**src/rtl/wb_seq_ctrl_pkg.sv**
```systemverilog
// Shared Y86-64 write-back definitions: status codes, register IDs, icodes and the sequencer FSM states.
package wb_seq_ctrl_pkg;

  typedef enum logic [2:0] {
    STAT_AOK = 3'd1,
    STAT_HLT = 3'd2,
    STAT_ADR = 3'd3,
    STAT_INS = 3'd4
  } stat_t;

  localparam logic [3:0] RNONE = 4'hF;

  localparam logic [3:0] IHALT   = 4'h0;
  localparam logic [3:0] INOP    = 4'h1;
  localparam logic [3:0] IRRMOVQ = 4'h2;
  localparam logic [3:0] IIRMOVQ = 4'h3;
  localparam logic [3:0] IRMMOVQ = 4'h4;
  localparam logic [3:0] IMRMOVQ = 4'h5;
  localparam logic [3:0] IOPQ    = 4'h6;
  localparam logic [3:0] IJXX    = 4'h7;
  localparam logic [3:0] ICALL   = 4'h8;
  localparam logic [3:0] IRET    = 4'h9;
  localparam logic [3:0] IPUSHQ  = 4'hA;
  localparam logic [3:0] IPOPQ   = 4'hB;

  typedef enum logic [1:0] {
    ST_RUN  = 2'd0,
    ST_WR_M = 2'd1,
    ST_STOP = 2'd2
  } state_t;

endpackage

```
**src/rtl/wb_seq_ctrl_stat_decode.sv**
```systemverilog
// Combinational status priority encoder: memory error, then invalid instruction, then halt.
// Zero latency; no flow control of its own, so other pipeline stages can reuse it.
module wb_seq_ctrl_stat_decode
  import wb_seq_ctrl_pkg::*;
(
  input  logic [3:0] icode_i,
  input  logic       instr_valid_i,
  input  logic       imem_error_i,
  input  logic       dmem_error_i,
  output stat_t      stat_o
);

  always_comb begin
    stat_o = STAT_AOK;
    if (imem_error_i || dmem_error_i) begin
      stat_o = STAT_ADR;
    end else if (!instr_valid_i) begin
      stat_o = STAT_INS;
    end else if (icode_i == IHALT) begin
      stat_o = STAT_HLT;
    end
  end

endmodule

```
**src/rtl/wb_seq_ctrl.sv**
```systemverilog
// Write-back sequencer: one registered write 1 cycle after accept; a second valM write follows for dual-dest ops.
// Not ready while the second write is pending or after a fault; a valid input that is not accepted is dropped.
module wb_seq_ctrl
  import wb_seq_ctrl_pkg::*;
(
  input  logic        clk_i,
  input  logic        rst_n_i,
  input  logic        wb_valid_i,
  output logic        wb_ready_o,
  input  logic [3:0]  icode_i,
  input  logic [3:0]  dstE_i,
  input  logic [3:0]  dstM_i,
  input  logic [63:0] valE_i,
  input  logic [63:0] valM_i,
  input  logic        instr_valid_i,
  input  logic        imem_error_i,
  input  logic        dmem_error_i,
  output logic        rf_we_o,
  output logic [3:0]  rf_waddr_o,
  output logic [63:0] rf_wdata_o,
  output logic [2:0]  stat_o,
  output logic        halted_o
);

  state_t      state_q, state_d;
  stat_t       stat_q;
  stat_t       stat_dec;
  logic        we_q, we_d;
  logic [3:0]  waddr_q, waddr_d;
  logic [63:0] wdata_q, wdata_d;
  logic [3:0]  pend_addr_q;
  logic [63:0] pend_data_q;
  logic        accept;
  logic        e_vld, m_vld;

  wb_seq_ctrl_stat_decode u_stat_decode (
    .icode_i       (icode_i),
    .instr_valid_i (instr_valid_i),
    .imem_error_i  (imem_error_i),
    .dmem_error_i  (dmem_error_i),
    .stat_o        (stat_dec)
  );

  assign wb_ready_o = (state_q == ST_RUN);
  assign accept     = wb_valid_i && wb_ready_o;
  assign e_vld      = (dstE_i != RNONE);
  assign m_vld      = (dstM_i != RNONE);

  always_ff @(posedge clk_i or negedge rst_n_i) begin
    if (!rst_n_i) begin
      state_q     <= ST_RUN;
      stat_q      <= STAT_AOK;
      we_q        <= 1'b0;
      waddr_q     <= RNONE;
      wdata_q     <= '0;
      pend_addr_q <= RNONE;
      pend_data_q <= '0;
    end else begin
      state_q <= state_d;
      we_q    <= we_d;
      waddr_q <= waddr_d;
      wdata_q <= wdata_d;
      if (accept) begin
        stat_q      <= stat_dec;
        pend_addr_q <= dstM_i;
        pend_data_q <= valM_i;
      end
    end
  end

  always_comb begin
    state_d = state_q;
    we_d    = 1'b0;
    waddr_d = waddr_q;
    wdata_d = wdata_q;
    unique case (state_q)
      ST_RUN: begin
        if (accept) begin
          if (stat_dec != STAT_AOK) begin
            state_d = ST_STOP;
          end else if (e_vld && m_vld && (dstE_i != dstM_i)) begin
            state_d = ST_WR_M;
            we_d    = 1'b1;
            waddr_d = dstE_i;
            wdata_d = valE_i;
          end else if (m_vld) begin
            // Covers dstE==dstM: the memory value wins the single write.
            we_d    = 1'b1;
            waddr_d = dstM_i;
            wdata_d = valM_i;
          end else if (e_vld) begin
            we_d    = 1'b1;
            waddr_d = dstE_i;
            wdata_d = valE_i;
          end
        end
      end
      ST_WR_M: begin
        state_d = ST_RUN;
        we_d    = 1'b1;
        waddr_d = pend_addr_q;
        wdata_d = pend_data_q;
      end
      ST_STOP: state_d = ST_STOP;
      default: state_d = ST_RUN;
    endcase
  end

  assign rf_we_o    = we_q;
  assign rf_waddr_o = waddr_q;
  assign rf_wdata_o = wdata_q;
  assign stat_o     = stat_q;
  assign halted_o   = (state_q == ST_STOP);

endmodule

```
**config.mk**
```make
export PLATFORM = sky130hd
export DESIGN_NAME = wb_seq_ctrl
export DESIGN_NICKNAME = d
export VERILOG_FILES = /design/src/rtl/wb_seq_ctrl_pkg.sv /design/src/rtl/wb_seq_ctrl_stat_decode.sv /design/src/rtl/wb_seq_ctrl.sv
export SDC_FILE = /design/constraint.sdc
export NUM_CORES = 1
export LEC_CHECK = 0
export CORE_ASPECT_RATIO = 0.8
export CORE_MARGIN = 2
export CORE_UTILIZATION = 40
export CTS_BUF_LIST = sky130_fd_sc_hd__clkbuf_8
export DETAILED_ROUTE_END_ITERATION = 10
export GPL_TIMING_DRIVEN = 0
export PLACE_DENSITY = 0.74
export SLEW_MARGIN = 30
export SYNTH_ARGS = -nofsm -noshare
export SYNTH_HDL_FRONTEND = slang
export SYNTH_SLANG_ARGS = --single-unit
```
**constraint.sdc**
```tcl
create_clock -name clk_i -period 2.25 [get_ports clk_i]
set_clock_uncertainty 0.15 [all_clocks]
set_input_delay 0.225 -clock clk_i [delete_from_list [all_inputs] [get_ports clk_i]]
set_output_delay 0.225 -clock clk_i [all_outputs]
set_load 0.05 [all_outputs]
```
==> results.md <==
* CTS sink cnt at 142
* Overall power at 5.44 mW
* DIE AREA at 0.0171 mm2
* Sequential share of the synthesized area at 0.554
* Post-synthesis mux area share at 0.121
* DR pass1 iterations at 5
* Worst r2r src: state_q[1]$_DFFE_PN0P_
* Syn_nets at 718
* P_sw at 1.29 mW
* R2r setup slk at 0.09 ns
* XOR/XNOR Fraction of Synth Area at 0.00544
* Crit path buffers/inverters at 1
* Delay-heaviest family, CP: buffers and inverters
* All-layer global routing usage at 0.225
* Largest family of logic cells by synthesized area: compound AO/OA/AOI/OAI gates
* Clk root buf: clkbuf_8
* Final Hold Viols at 0
* Ys flop type: dfrtp_1
* Drt drc at 0
* Pre-CTS WS at -0.662 ns
* Fillers at 1316
* Combinational power share at 0.107
* Largest net degree at the start of global routing at 90
* Fin. max-slew vios at 0
* Antenna violations before repair at 0
* Ant diodes at 0
* Unrepaired setup endpoints after global routing: no
* Placer Congestion at 0.893
* R2r worst-path depth at 6
* Vias in the first global route at 5835
* Synth Register Bits at 142
* Row cnt at 41
* Final Cycle Share at 0.976
* Crit. End Element: primary output
* Max stage delay on crit path at 0.84 ns
* Lkg Pwr at 4.14 nW
* Commonest cells after routing, fill and taps aside: clkdlybuf4s50_1 (216), nand2_1 (138), dfrtp_1 (133), mux2_2 (69), o21ai_0 (65)
* Synth Area in Compound Gates at 0.177
* Die height at 117 um
* Synth-to-layout area growth at 46.3%
* IO buf count at 219
* DR vias/cell at 5.35
* Clk pwr share at 0.393
* Worst-path cell chain: clkdlybuf4s50_1
* Die Wd at 146 um
* Worst Setup Path Type: reg2out
* Final WL at 19.0 mm
* EDFF count, synth at 0
* Via count at 5580
* Count of different cell masters after synthesis at 37
* Status: completed
* MaxCap Viol Count at 0
* Setup crit start: stat_o[0]$_DFFE_PN1P_
* Synth Instances at 572
* Net count, final at 961
* Final WS setup at 0.0548 ns
* Mapped Area at 0.00644 mm2
* Critical path required time at 1.88 ns
* Slew HR at 0.548
* Initial Util at 0.409
* Clock latency on the worst-skew pair at 0.44 ns
* Drt initial violations at 392
* CP max-delay cell: clkdlybuf4s50_1
* Fin crit period at 2.20 ns
* Setup_tns at 0 ns
* Detail Placement HPWL at 13.7 mm
* Final design utilization at 0.598
* Syn. warnings at 0
* Layout cells sized above 1 at 0.184
* Data arrival, critical path at 1.82 ns
* GRT overflow at 0
* Worst r2r dst: rf_wdata_o[0]$_DFFE_PN0P_
* Flop pwr share at 0.500
* Worst Hold Class: in2async
* Fmax at 456 MHz
* Maximum vdd drop at 0.420 mV
* Mean post-synth cell area at 11.3 um2
* Switching Fraction at 0.237
* Async SR Flop Fraction at 1.00
* CTS max path bufs at 2
* Worst-path fanout max at 2
* Routed WL per cell at 18.3 um
* Total CTS buffers at 17
* WP depth at 1
* Clk slew on worst S/H paths at 0.08 ns
* Synth Area in Simple Gates at 0.106
* Htree depth at 4
* Worst setup SP type: register
* Core region area at 0.0157 mm2
* Critical path endpoint: stat_o[0]
* ANT nets after route at 0
* CTS tree: built
* Worst Tran Pin Value at 0.677 ns
* P per Cell Area at 577 mW/mm2
* First-pass GRT wire length at 30.7 mm
* Commonest non-fill, non-tap cell in the layout: clkdlybuf4s50_1
* Final setup violation count at 0
* IO Count at 220
* Pint at 4.15 mW
* Post-Synth Adder-Cell Area at 0
## power by group through the flow
stage | clock [mW] | combinational, mW | sequential [mW]
CTS | 2.18 | 0.588 | 2.71
detailed placement | 0 | 0.582 | 2.76
global placement | 0 | 0.561 | 2.76
global route | 2.28 | 0.626 | 2.73
floorplan | 0 | 0.126 | 2.80
finish | 2.14 | 0.583 | 2.72
## cell type report
class / count / area (um2) / area share
Buffer: 44 / 262 / 0.0278
Clock buffer: 19 / 262 / 0.0278
Clock inverter: 13 / 149 / 0.0158
Inverter: 1 / 3.75 / 0.000399
Multi-Input combinational cell: 384 / 2640 / 0.280
Sequential cell: 142 / 3560 / 0.379
Tap cell: 215 / 269 / 0.0286
Timing Repair Buffer: 225 / 2270 / 0.241
## through the flow
stage	cell area [um2]	hold WS, ns	cells
final	9420	0.217	1043
after global routing	9420	0.222	1043
after CTS	9380	0.214	1043
after detailed placement	8930	0.128	1007
after global placement	8900	0.313	1006
after floorplan	6440	-0.221	572
## per-layer routing
layer	GRT usage	part of all wire	vias to the layer above
met5	0	0	-
met4	0.0729	0.017	0
met3	0.0601	0.075	32
met2	0.353	0.47	242
met1	0.306	0.44	2737
li1	-	-	2569
## cell usage after synthesis (all sizes together) (2+ instances only)
master	instances	area (um2)
dfstp	9	236
a21o	5	37.5
dfrtp	133	3330
and4	2	17.5
mux2	69	777
clkbuf	24	90.1
buf	21	146
xnor2	4	35.0
nand2	138	518
nand4	3	18.8
or2	2	12.5
and3	2	12.5
nand3	4	20.0
nand2b	3	18.8
a221o	62	621
o211ai	4	30.0
a21oi	3	15.0
nor2	3	11.3
o21ai	65	325
## flip-flops by register name (all words and copies together) (netlist names)
| name | flops |
|---|---|
| rf_we_o | 1 |
| rf_wdata_o | 64 |
| stat_o | 3 |
| pend_data_q | 64 |
| rf_waddr_o | 4 |
| pend_addr_q | 4 |
| state_q | 2 |
## what timing repair did
action                                  4_1_cts  5_1_grt
endpoints found under the setup margin      127       68
endpoints found under the hold margin        88        0
pin swaps                                     2        0
setup buffers                                 4        0
resized for setup                             5       27
hold buffers                                  1        0
## cells by family (layout without fill, tap and decap cells)
logic type                Yosys count  after routing
muxes                              69             69
DFF                               142            142
and+or+nand+nor                   163            163
xor gates and xnor gates            4              4
buffers and inverters              46            302
AOI/OAI and AO/OA                 148            148
## how the worst min path moves through the flow
stage / startpoint / to / slack (ns)
floorplan: rst_n_i / pend_data_q[0]$_DFFE_PN0P_ / -0.22
global placement: stat_o[2]$_DFFE_PN0P_ / stat_o[2]$_DFFE_PN0P_ / 0.31
detailed placement: rst_n_i / rf_wdata_o[13]$_DFFE_PN0P_ / 0.13
CTS: valE_i[53] / rf_wdata_o[53]$_DFFE_PN0P_ / 0.21
global route: valE_i[41] / rf_wdata_o[41]$_DFFE_PN0P_ / 0.22
finish: rst_n_i / rf_wdata_o[13]$_DFFE_PN0P_ / 0.22
(Power assumes the default switching activity.)
==> edit: new RTL, same flow settings <==
Re-encode `state_t` (3 states) as one-hot, 3 bits wide.
--- a/src/rtl/wb_seq_ctrl_pkg.sv
+++ b/src/rtl/wb_seq_ctrl_pkg.sv
@@ -25,6 +25,6 @@
 
-  typedef enum logic [1:0] {
-    ST_RUN  = 2'd0,
-    ST_WR_M = 2'd1,
-    ST_STOP = 2'd2
+  typedef enum logic [2:0] {
+    ST_RUN  = 3'b001,
+    ST_WR_M = 3'b010,
+    ST_STOP = 3'b100
   } state_t;
Formal check against the unedited RTL: no difference found for any inputs over 4 cycles, from zero or initial values and one cycle with rst_n_i low; so few cycles prove little.
==> edit against the original RTL <==
Synthesized cell count up 56%; worst setup slack worse by 0.020 ns; routed wire length up 46%; die area up 24%; synthesized area up 25%; sequential cell count up 1; worst hold slack worse by 0.17 ns; critical endpoint is now rf_waddr_o[3]; via count up 47%; design area up 17%; register-to-register slack better by 0.05 ns.
Power is not compared: it rests on default switching activity, and its combinational part moved more than twofold at a synthesized area within 25%.
==> edit: results (changes against the original RTL) <==
| Metric | Value |
|---|---|
| CP max stage delay | `0.85 ns` |
| CP arrival | `1.84 ns (+0.02 ns)` |
| Reg-to-reg startpoint | `state_q[0]` |
| Via/cell ratio | `5.81 (+8.6%)` |
| Hold Path Origin | `dstE_i[3]` |
| Routed WL | `27700 µm (+46%)` |
| Area post-placement | `10600 µm² (+18%)` |
| Fin nets | `1276 (+33%)` |
| First-pass GRT wire length | `42900 µm (+40%)` |
| Synth top area cells | `dfrtp_1, nand2_1, a41oi_2, nand3_1, a221o_1` |
| Gr usage total | `26.0% (+3.5 points)` |
| Vias in the first global route | `7818 (+34%)` |
| Routability cong. | `0.859 (-3.8%)` |
| M1 wire length | `12400 µm (+47%)` |
| Post-cts hold buffer count | `1 (unchanged)` |
| CP max stage cell | `clkdlybuf4s50_1` |
| Post-CTS Setup Bufs | `3 (-1)` |
| Met2 WL | `12100 µm (+37%)` |
| 1st-pass router iterations | `6 (+1)` |
| Worst setup path endpoint | `rf_waddr_o[3]` |
| Status | `finished, final reports clean` |
| Clk_lat worst skew | `0.46 ns (+0.02 ns)` |
| DP Wirelength | `19000 µm (+39%)` |
| Max Freq | `451 MHz (-0.89%)` |
| Ys Warns | `0 (unchanged)` |
| WHS | `0.0510 ns (-0.166 ns)` |
| CP delay by family, top | `buffers and inverters` |
| Worst Path Max Fanout | `2 (unchanged)` |
| GR Layer Usage met1 | `36.8% (+6.2 points)` |
| R2R Path End | `rf_wdata_o[44]` |
| Slew HR | `59.9% (+5.1 points)` |
| Routed wl met3 | `2730 µm (+90%)` |
| VDD IR-drop max | `0.669 mV` |
| Largest net degree at the start of global routing | `75 (-17%)` |
| Hold Crit Depth | `4` |
| Register area share after synthesis | `44.7% (-11 points)` |
| Commonest cells post-synth | `nand2_1, nand3_1, dfrtp_1, o21ai_0, nor2_1` |
| Clock root buffer | `clkbuf_8` |
| Yosys cell types | `35 (-5.4%)` |
| Hold Crit Class | `in2reg` |
| Initial DRC count | `718 (+83%)` |
| Longest Clk Path Bufs | `2 (unchanged)` |
| Post-CTS Resized | `12 (+7)` |
| M2 GR Usage | `38.6% (+3.3 points)` |
| Hold path endpoint | `rf_waddr_o[3]` |
| Syn Nets | `1037 (+44%)` |
| IO buf count | `215 (-1.8%)` |
| Top sig layer | `met4` |
| Global-route met3 utilization | `6.76% (+0.75 points)` |
| Final setup fails | `0 (unchanged)` |
| Share of layout cells above drive strength 1 | `14.1% (-4.3 points)` |
| Post-Layout Cell Count | `1408 (+35%)` |
| Mapped Cells | `891 (+56%)` |
| Antenna violations before repair | `1 (+1)` |
| Cts bufs inserted | `17 (unchanged)` |
| Crit. Startpoint | `rf_waddr_o[3]` |
| Dpl ws | `-0.600 ns (+0.0618 ns)` |
| Reg2Reg Depth | `8 (+2)` |
| Internal reg-to-reg setup slack | `0.14 ns (+0.05 ns)` |
| Leakage | `4.53 nW` |
==> edit: area by class of cell <==
cell class	count	area [µm²]
fillers	1748	8690
multi-input cells	658	4000
flip-flops and latches	143	3590
repair buffers	222	2250
plain buffers	88	497
well taps	264	330
clock buffers	19	262
clock inverters	13	124
diodes	1	2.50
==> edit: power by group through the flow <==
| stage | clock network (mW) | registers, mW | logic (mW) |
|---|---|---|---|
| 2_1_floorplan | 0 | 6.67 | 2.18 |
| 3_3_place_gp | 0 | 4.57 | 6.62 |
| 3_5_place_dp | 0 | 4.58 | 6.71 |
| 4_1_cts | 2.12 | 4.55 | 6.73 |
| 5_1_grt | 2.24 | 4.71 | 7.16 |
| 6_report | 2.08 | 4.56 | 6.73 |
==> edit: logic make-up (layout without fill, tap and decap cells) <==
family	after synthesis	count (layout)	share of synthesized area (%)
simple gates	444	444	23.8
buf+inv	90	342	5.99
flops	143	143	44.7
mux	1	1	0.125
compound gates	209	209	25.0
other cells	0	1	0
xor+xnor	4	4	0.436
